File: config.mk
export PLATFORM = sky130hd
export DESIGN_NAME = reg_dump_unit
export DESIGN_NICKNAME = d
export VERILOG_FILES = /design/src/rtl/mips32_pkg.sv /design/src/rtl/reg_dump_unit.sv
export SDC_FILE = /design/constraint.sdc
export NUM_CORES = 1
export LEC_CHECK = 0
export ABC_AREA = 1
export CAP_MARGIN = 0
export CORE_ASPECT_RATIO = 0.6
export CORE_MARGIN = 5
export CORE_UTILIZATION = 45
export CTS_CLUSTER_SIZE = 25
export DETAILED_ROUTE_END_ITERATION = 12
export PLACE_DENSITY = 0.85
export SETUP_SLACK_MARGIN = 0.1
export SYNTH_ARGS = -nofsm -noshare
export SYNTH_HDL_FRONTEND = slang
export SYNTH_SLANG_ARGS = --single-unit
export TNS_END_PERCENT = 50
File: constraint.sdc
create_clock -name clk -period 4.6 [get_ports clk]
set_input_delay 1.38 -clock clk [delete_from_list [all_inputs] [get_ports clk]]
set_output_delay 1.38 -clock clk [all_outputs]
set_load 0.02 [all_outputs]
File: src/rtl/mips32_pkg.sv
// Shared widths and the register-dump FSM state encoding for the mips32 debug path.
package mips32_pkg;
  localparam int REG_ADDR_W = 5;
  localparam int DATA_W     = 32;

  typedef enum logic [1:0] {
    IDLE = 2'd0,
    READ = 2'd1,
    SEND = 2'd2,
    DONE = 2'd3
  } dump_state_e;
endpackage

File: src/rtl/reg_dump_unit.sv
// Walks register addresses FIRST_REG..LAST_REG on the register file's rs port and
// streams (address, data) snapshots out over a valid/ready handshake.
module reg_dump_unit
  import mips32_pkg::*;
#(
  parameter int FIRST_REG = 0,
  parameter int LAST_REG  = 31
) (
  input  logic                  clk,
  input  logic                  rst,
  input  logic                  start,
  input  logic                  abort,
  output logic [REG_ADDR_W-1:0] rs,
  input  logic [DATA_W-1:0]     rsData,
  output logic                  dumpValid,
  input  logic                  dumpReady,
  output logic [REG_ADDR_W-1:0] dumpAddr,
  output logic [DATA_W-1:0]     dumpData,
  output logic                  busy,
  output logic                  done
);
  localparam logic [REG_ADDR_W-1:0] FIRST_A = REG_ADDR_W'(FIRST_REG);
  localparam logic [REG_ADDR_W-1:0] LAST_A  = REG_ADDR_W'(LAST_REG);

  if (FIRST_REG < 0 || LAST_REG > 31 || FIRST_REG > LAST_REG) begin : g_bad_range
    $error("reg_dump_unit: need 0 <= FIRST_REG <= LAST_REG <= 31");
  end

  dump_state_e state, state_nxt;
  logic        capture, advance;

  always_ff @(posedge clk or posedge rst) begin
    if (rst) state <= IDLE;
    else     state <= state_nxt;
  end

  // abort outranks the handshake; the last word ends by compare so rs never wraps
  always_comb begin
    state_nxt = state;
    capture   = 1'b0;
    advance   = 1'b0;
    case (state)
      IDLE: if (start) state_nxt = READ;
      READ: begin
        if (abort) state_nxt = IDLE;
        else begin
          capture   = 1'b1;
          state_nxt = SEND;
        end
      end
      SEND: begin
        if (abort) state_nxt = IDLE;
        else if (dumpValid && dumpReady) begin
          if (rs == LAST_A) state_nxt = DONE;
          else begin
            advance   = 1'b1;
            state_nxt = READ;
          end
        end
      end
      DONE:    state_nxt = IDLE;
      default: state_nxt = IDLE;
    endcase
  end

  always_ff @(posedge clk or posedge rst) begin
    if (rst) begin
      rs        <= FIRST_A;
      dumpValid <= 1'b0;
      dumpAddr  <= '0;
      dumpData  <= '0;
      busy      <= 1'b0;
      done      <= 1'b0;
    end else begin
      dumpValid <= (state_nxt == SEND);
      busy      <= (state_nxt == READ) || (state_nxt == SEND);
      done      <= (state_nxt == DONE);
      if (capture) begin
        dumpAddr <= rs;
        dumpData <= rsData;
      end
      if (advance)                                  rs <= rs + 1'b1;
      else if (state == IDLE || state_nxt == IDLE) rs <= FIRST_A;
    end
  end
endmodule

# ---- Word level (Yosys, flattened, before mapping)
# Cells that the tools add are included.
dict set report totals {
  reg_bits 47
  in_bits 37
  output_inout_bits 45
}
dict set report op_classes {
  addsub 1
  n_eq_ne 7
  n_mux 14
  reduce_logical 6
}
# op count
set ops {}
lappend ops {{$mux 2} 5}
lappend ops {{$mux 5} 2}
lappend ops {{$eq 2x2->1 const B} 4}
lappend ops {{$pmux 2 s4} 1}
lappend ops {{$mux 1} 6}
lappend ops {{$add 5x1->5 const B} 1}
lappend ops {{$eq 5x5->1 const B} 1}
lappend ops {{$eq 2x1->1 const B} 2}
lappend ops {{$logic_not 2->1} 2}
lappend ops {{$logic_or 1x1->1} 2}
lappend ops {{$reduce_bool 2->1} 1}
lappend ops {{$logic_and 1x1->1} 1}

# ---- Longest topological paths before layout
dict set report logic_depth {
  ltp_word 9
  depth_mapped 11
  depth_no_buf 11
}

# ---- Least setup slack after synthesis
# Ideal clock, no wire load.
dict set report synth_path {
  path_kind {input to register}
  startpoint {input port abort}
  endpoint {register rs[2]}
  setup_time_ns 0.065
  arrival_time_ns 2.396
  required_ns 4.535
  path_slack_ns 2.139
  cell_stages 8
  n_path_buf 0
  cell_sequence {inv_1 nand3_1 o21ai_0 inv_1 ha_1 nor2_1 nand3_1 nand2_1}
}
dict set report synth_via {
  elab_chain_cells 5
}
# item line_no
set synth_rtl {}
lappend synth_rtl {{start, declared} reg_dump_unit.sv:12} ;# input logic abort,
lappend synth_rtl {{$mux 2} reg_dump_unit.sv:52} ;# if (abort) state_nxt = IDLE;
lappend synth_rtl {{$pmux 2 s4} reg_dump_unit.sv:42} ;# case (state)
lappend synth_rtl {{named net state_nxt[0]} reg_dump_unit.sv:29} ;# dump_state_e state, state_nxt;
lappend synth_rtl {{$logic_not 2->1} reg_dump_unit.sv:83} ;# else if (state == IDLE || state_nxt == IDLE) rs <= FIRST_A;
lappend synth_rtl {{$logic_or 1x1->1} reg_dump_unit.sv:83}
lappend synth_rtl {{$reduce_bool 2->1 (no source line)} --}
lappend synth_rtl {{end signal, assigned} reg_dump_unit.sv:82} ;# if (advance) rs <= rs + 1'b1;
lappend synth_rtl {{end, declared} reg_dump_unit.sv:13} ;# output logic [REG_ADDR_W-1:0] rs,
# The timed path passes the listed nets, and every way through them passes these cells.
# A chain may end at the register's enable or synchronous reset.

# ---- Worst setup path in the final report
dict set report layout_path {
  startpoint {input port abort}
  endpoint {register rs[0]}
}
dict set report layout_via {
  elab_chain_cells 5
}
# item line_no
set layout_rtl {}
lappend layout_rtl {{$mux 2, on equally long branches} {reg_dump_unit.sv:52, reg_dump_unit.sv:45}}
lappend layout_rtl {{$pmux 2 s4} reg_dump_unit.sv:42}
lappend layout_rtl {{$logic_not 2->1} reg_dump_unit.sv:83}
lappend layout_rtl {{$logic_or 1x1->1} reg_dump_unit.sv:83}
lappend layout_rtl {{$reduce_bool 2->1 (no source line)} --}
# Parallel ways exist; a longest one is shown, timed or not.

==> results.py <==
metrics = {
    "status": {
        "status": "finished clean",
    },
    "global_route": {
        "use_met1": 0.242,
        "globalRouteMet2Util": 0.251,
        "grt_max_degree": 48,
        "antenna_found_initial": 0,
        "met3_usage": 0.0629,
        "top_usage_layer": "met2",
        "grt_overflow": 0,
        "track_usage": 0.168,
        "grt_pass1_vias": 1556,
        "grt_pass1_wl_mm": 7.38,
    },
    "setup_path": {
        "cp_data_arrival_time_ns": 3.42,
        "reg2regPathDepth": 6,
        "timing.rr.end": "rs[0]",
        "cp_max_fo": 21,
        "cp.required_ns": 4.83,
        "endpoint_kind": "flop",
        "cp-start-kind": "primary input",
        "reg2reg_from": "state[1]",
        "reg2reg_slack_ns": 2.53,
        "worstSetupPathType": "in -> reg",
    },
    "finish": {
        "fin_util": 0.694,
        "synthToLayoutAreaGrowth_pct": 50.0,
        "nFillCells": 335,
        "drive_above_1_share": 0.0407,
        "antennaDiodeCount": 0,
        "num-nets-final": 336,
    },
    "logic_synthesis": {
        "synth-seq-area-share": 0.624,
        "syn_area_sq_mm": 0.00189,
        "yosys_warnings": 0,
        "ys_types": 15,
        "synthCells": 212,
        "ys_ff_latch": 47,
        "syn-num-nets": 254,
        "syn-mean-instance-area_sq_um": 8.89,
    },
    "clocking": {
        "htree_num_levels": 2,
        "clk_pin_slew_ns": 0.08,
        "clk_latency_ns": 0.29,
        "hold_buffers": 0,
        "cts_buffer_depth": 2,
        "cts-buffers-inserted": 5,
        "postCtsSetupRepairBufs": 0,
        "cts-root-buf": "clkbuf_8",
        "cts_resized": 0,
        "cts_tree": "done",
        "clock_sinks": 47,
    },
    "drt": {
        "route.detailed.drc": 0,
        "drtAntennaViolNets": 0,
        "avgRoutedWirePerCell_um": 12.7,
        "first_pass_iters": 4,
        "num_vias": 1630,
        "viasPerCell": 4.59,
        "drt_iter0_markers": 58,
        "wirelength_mm": 4.51,
    },
    "pwr": {
        "leakage_nw": 1.42,
        "p_per_area_mw_per_mm2": 494,
        "power.total_mw": 1.40,
        "vdd_drop_max_v": 0.000277,
    },
    "floorplan": {
        "fp.dieW_um": 93.6,
        "core_area_sq_mm": 0.00408,
        "die_y_um": 60.1,
        "num_rows": 18,
        "initial_utilization": 0.463,
        "io_pins": 82,
        "die_area_sq_mm": 0.00563,
    },
    "min_path": {
        "min_from": "dumpData[24]",
        "min_delay_path_depth": 2,
        "whs_endpoint": "dumpData[24]",
        "min_path_type": "reg -> reg",
    },
    "sta": {
        "tightest_slew_ns": 0.927,
        "relSlewSlack": 0.381,
        "slew_viol_final": 0,
        "tns_ns": 0,
        "fin_skew_ns": 0.00810,
        "fin_crit_sh": 0.694,
        "hold_viol_final": 0,
        "rsz0062_at_grt": "false",
        "period_needed_ns": 3.19,
        "setup_viol": 0,
        "fmax_mhz": 313,
    },
    "place": {
        "portBuffers": 81,
        "dpl.hpwl_mm": 3.35,
        "routabilityCongestion": 0.813,
    },
    "job": {
        "maxCapViolations": 0,
    },
}
==> power breakdown <==
part | switching [mW] | total [mW] | leakage, nW | internal [mW]
sequential | 0.0649 | 0.593 | 0.603 | 0.528
clock | 0.137 | 0.245 | 0.0483 | 0.107
combinational | 0.294 | 0.558 | 0.764 | 0.264
total | 0.496 | 1.40 | 1.42 | 0.899
==> Yosys cell counts (all sizes together) <==
master	count	area, sq um
clkbuf	2	7.51
inv	9	33.8
nand2	124	465
dfrtp	47	1180
xor2	1	8.76
o21ai	3	15.0
nand3	7	35.0
a21oi	1	5.00
nand4	1	6.26
nor3	1	16.3
nor2	6	22.5
buf	5	31.3
ha	5	62.6
==> state kept, by name, summed over array words and instances, names as in the netlist <==
| signal | flops |
|---|---|
| dumpData | 32 |
| state | 2 |
| busy | 1 |
| done | 1 |
| dumpValid | 1 |
| dumpAddr | 5 |
| rs | 5 |
==> worst max-delay path by stage <==
stage	startpoint	end	slack [ns]	depth (start not counted)
2_1_floorplan	rst	busy	2.10	1
3_3_place_gp	abort	rs[4]	1.19	7
3_5_place_dp	abort	dumpAddr[0]	1.13	5
4_1_cts	abort	rs[0]	1.42	7
5_1_grt	abort	dumpAddr[0]	1.23	5
6_report	abort	rs[0]	1.41	7
==> cell families (layout without fill, tap and decap cells) <==
| group | after synthesis | in the layout | share of synthesized area |
|---|---|---|---|
| xor+xnor | 1 | 1 | 0.00465 |
| fa+ha+maj | 5 | 5 | 0.0332 |
| flops | 47 | 47 | 0.624 |
| compound gates | 4 | 4 | 0.0106 |
| buf+inv | 16 | 99 | 0.0385 |
| simple gates | 139 | 139 | 0.289 |
==> metal layers <==
metal	vias to the layer above	wire, um
met5	-	0
met4	0	8
met3	2	501
met2	75	1840
met1	747	2160
li1	806	-
==> layout by cell type (no fill, tap or decap), drive strengths merged <==
cell / netlist / layout
o21ai: 3 / 3
dfrtp: 47 / 47
clkbuf: 2 / 5
xor2: 1 / 1
clkdlybuf4s50: 0 / 81
nand4: 1 / 1
inv: 9 / 10
a21oi: 1 / 1
nand3: 7 / 7
clkinv: 0 / 2
nand2: 124 / 124
buf: 5 / 1
nor2: 6 / 6
ha: 5 / 5
nor3: 1 / 1
==> worst max-delay path, cell delays in order <==
cell             delay, ns
clkdlybuf4s50_1       0.49
nor3_4                0.69
a21oi_1               0.13
ha_1                  0.23
nor2_1                0.28
nand3_1               0.12
nand2_1               0.09
==> area by class of cell <==
class	count	area (sq um)	area share
clock buffer	5	68.8	0.0243
clock inverter	3	18.8	0.00664
inverter	9	33.8	0.0119
multi-input combinational	149	637	0.225
sequential	47	1180	0.416
tap	60	75.1	0.0265
timing repair buffer	82	818	0.289
==> metrics by stage <==
step,hold WS [ns],cells,cell area (sq um),setup WS (ns)
final,0.473,355,2830,1.41
after global routing,0.500,355,2830,1.23
after CTS,0.478,355,2830,1.42
after detailed placement,0.457,347,2740,1.13
after global placement,0.453,347,2740,1.19
after floorplan,0.577,212,1890,2.10
Power figures use the tool's default switching activity.
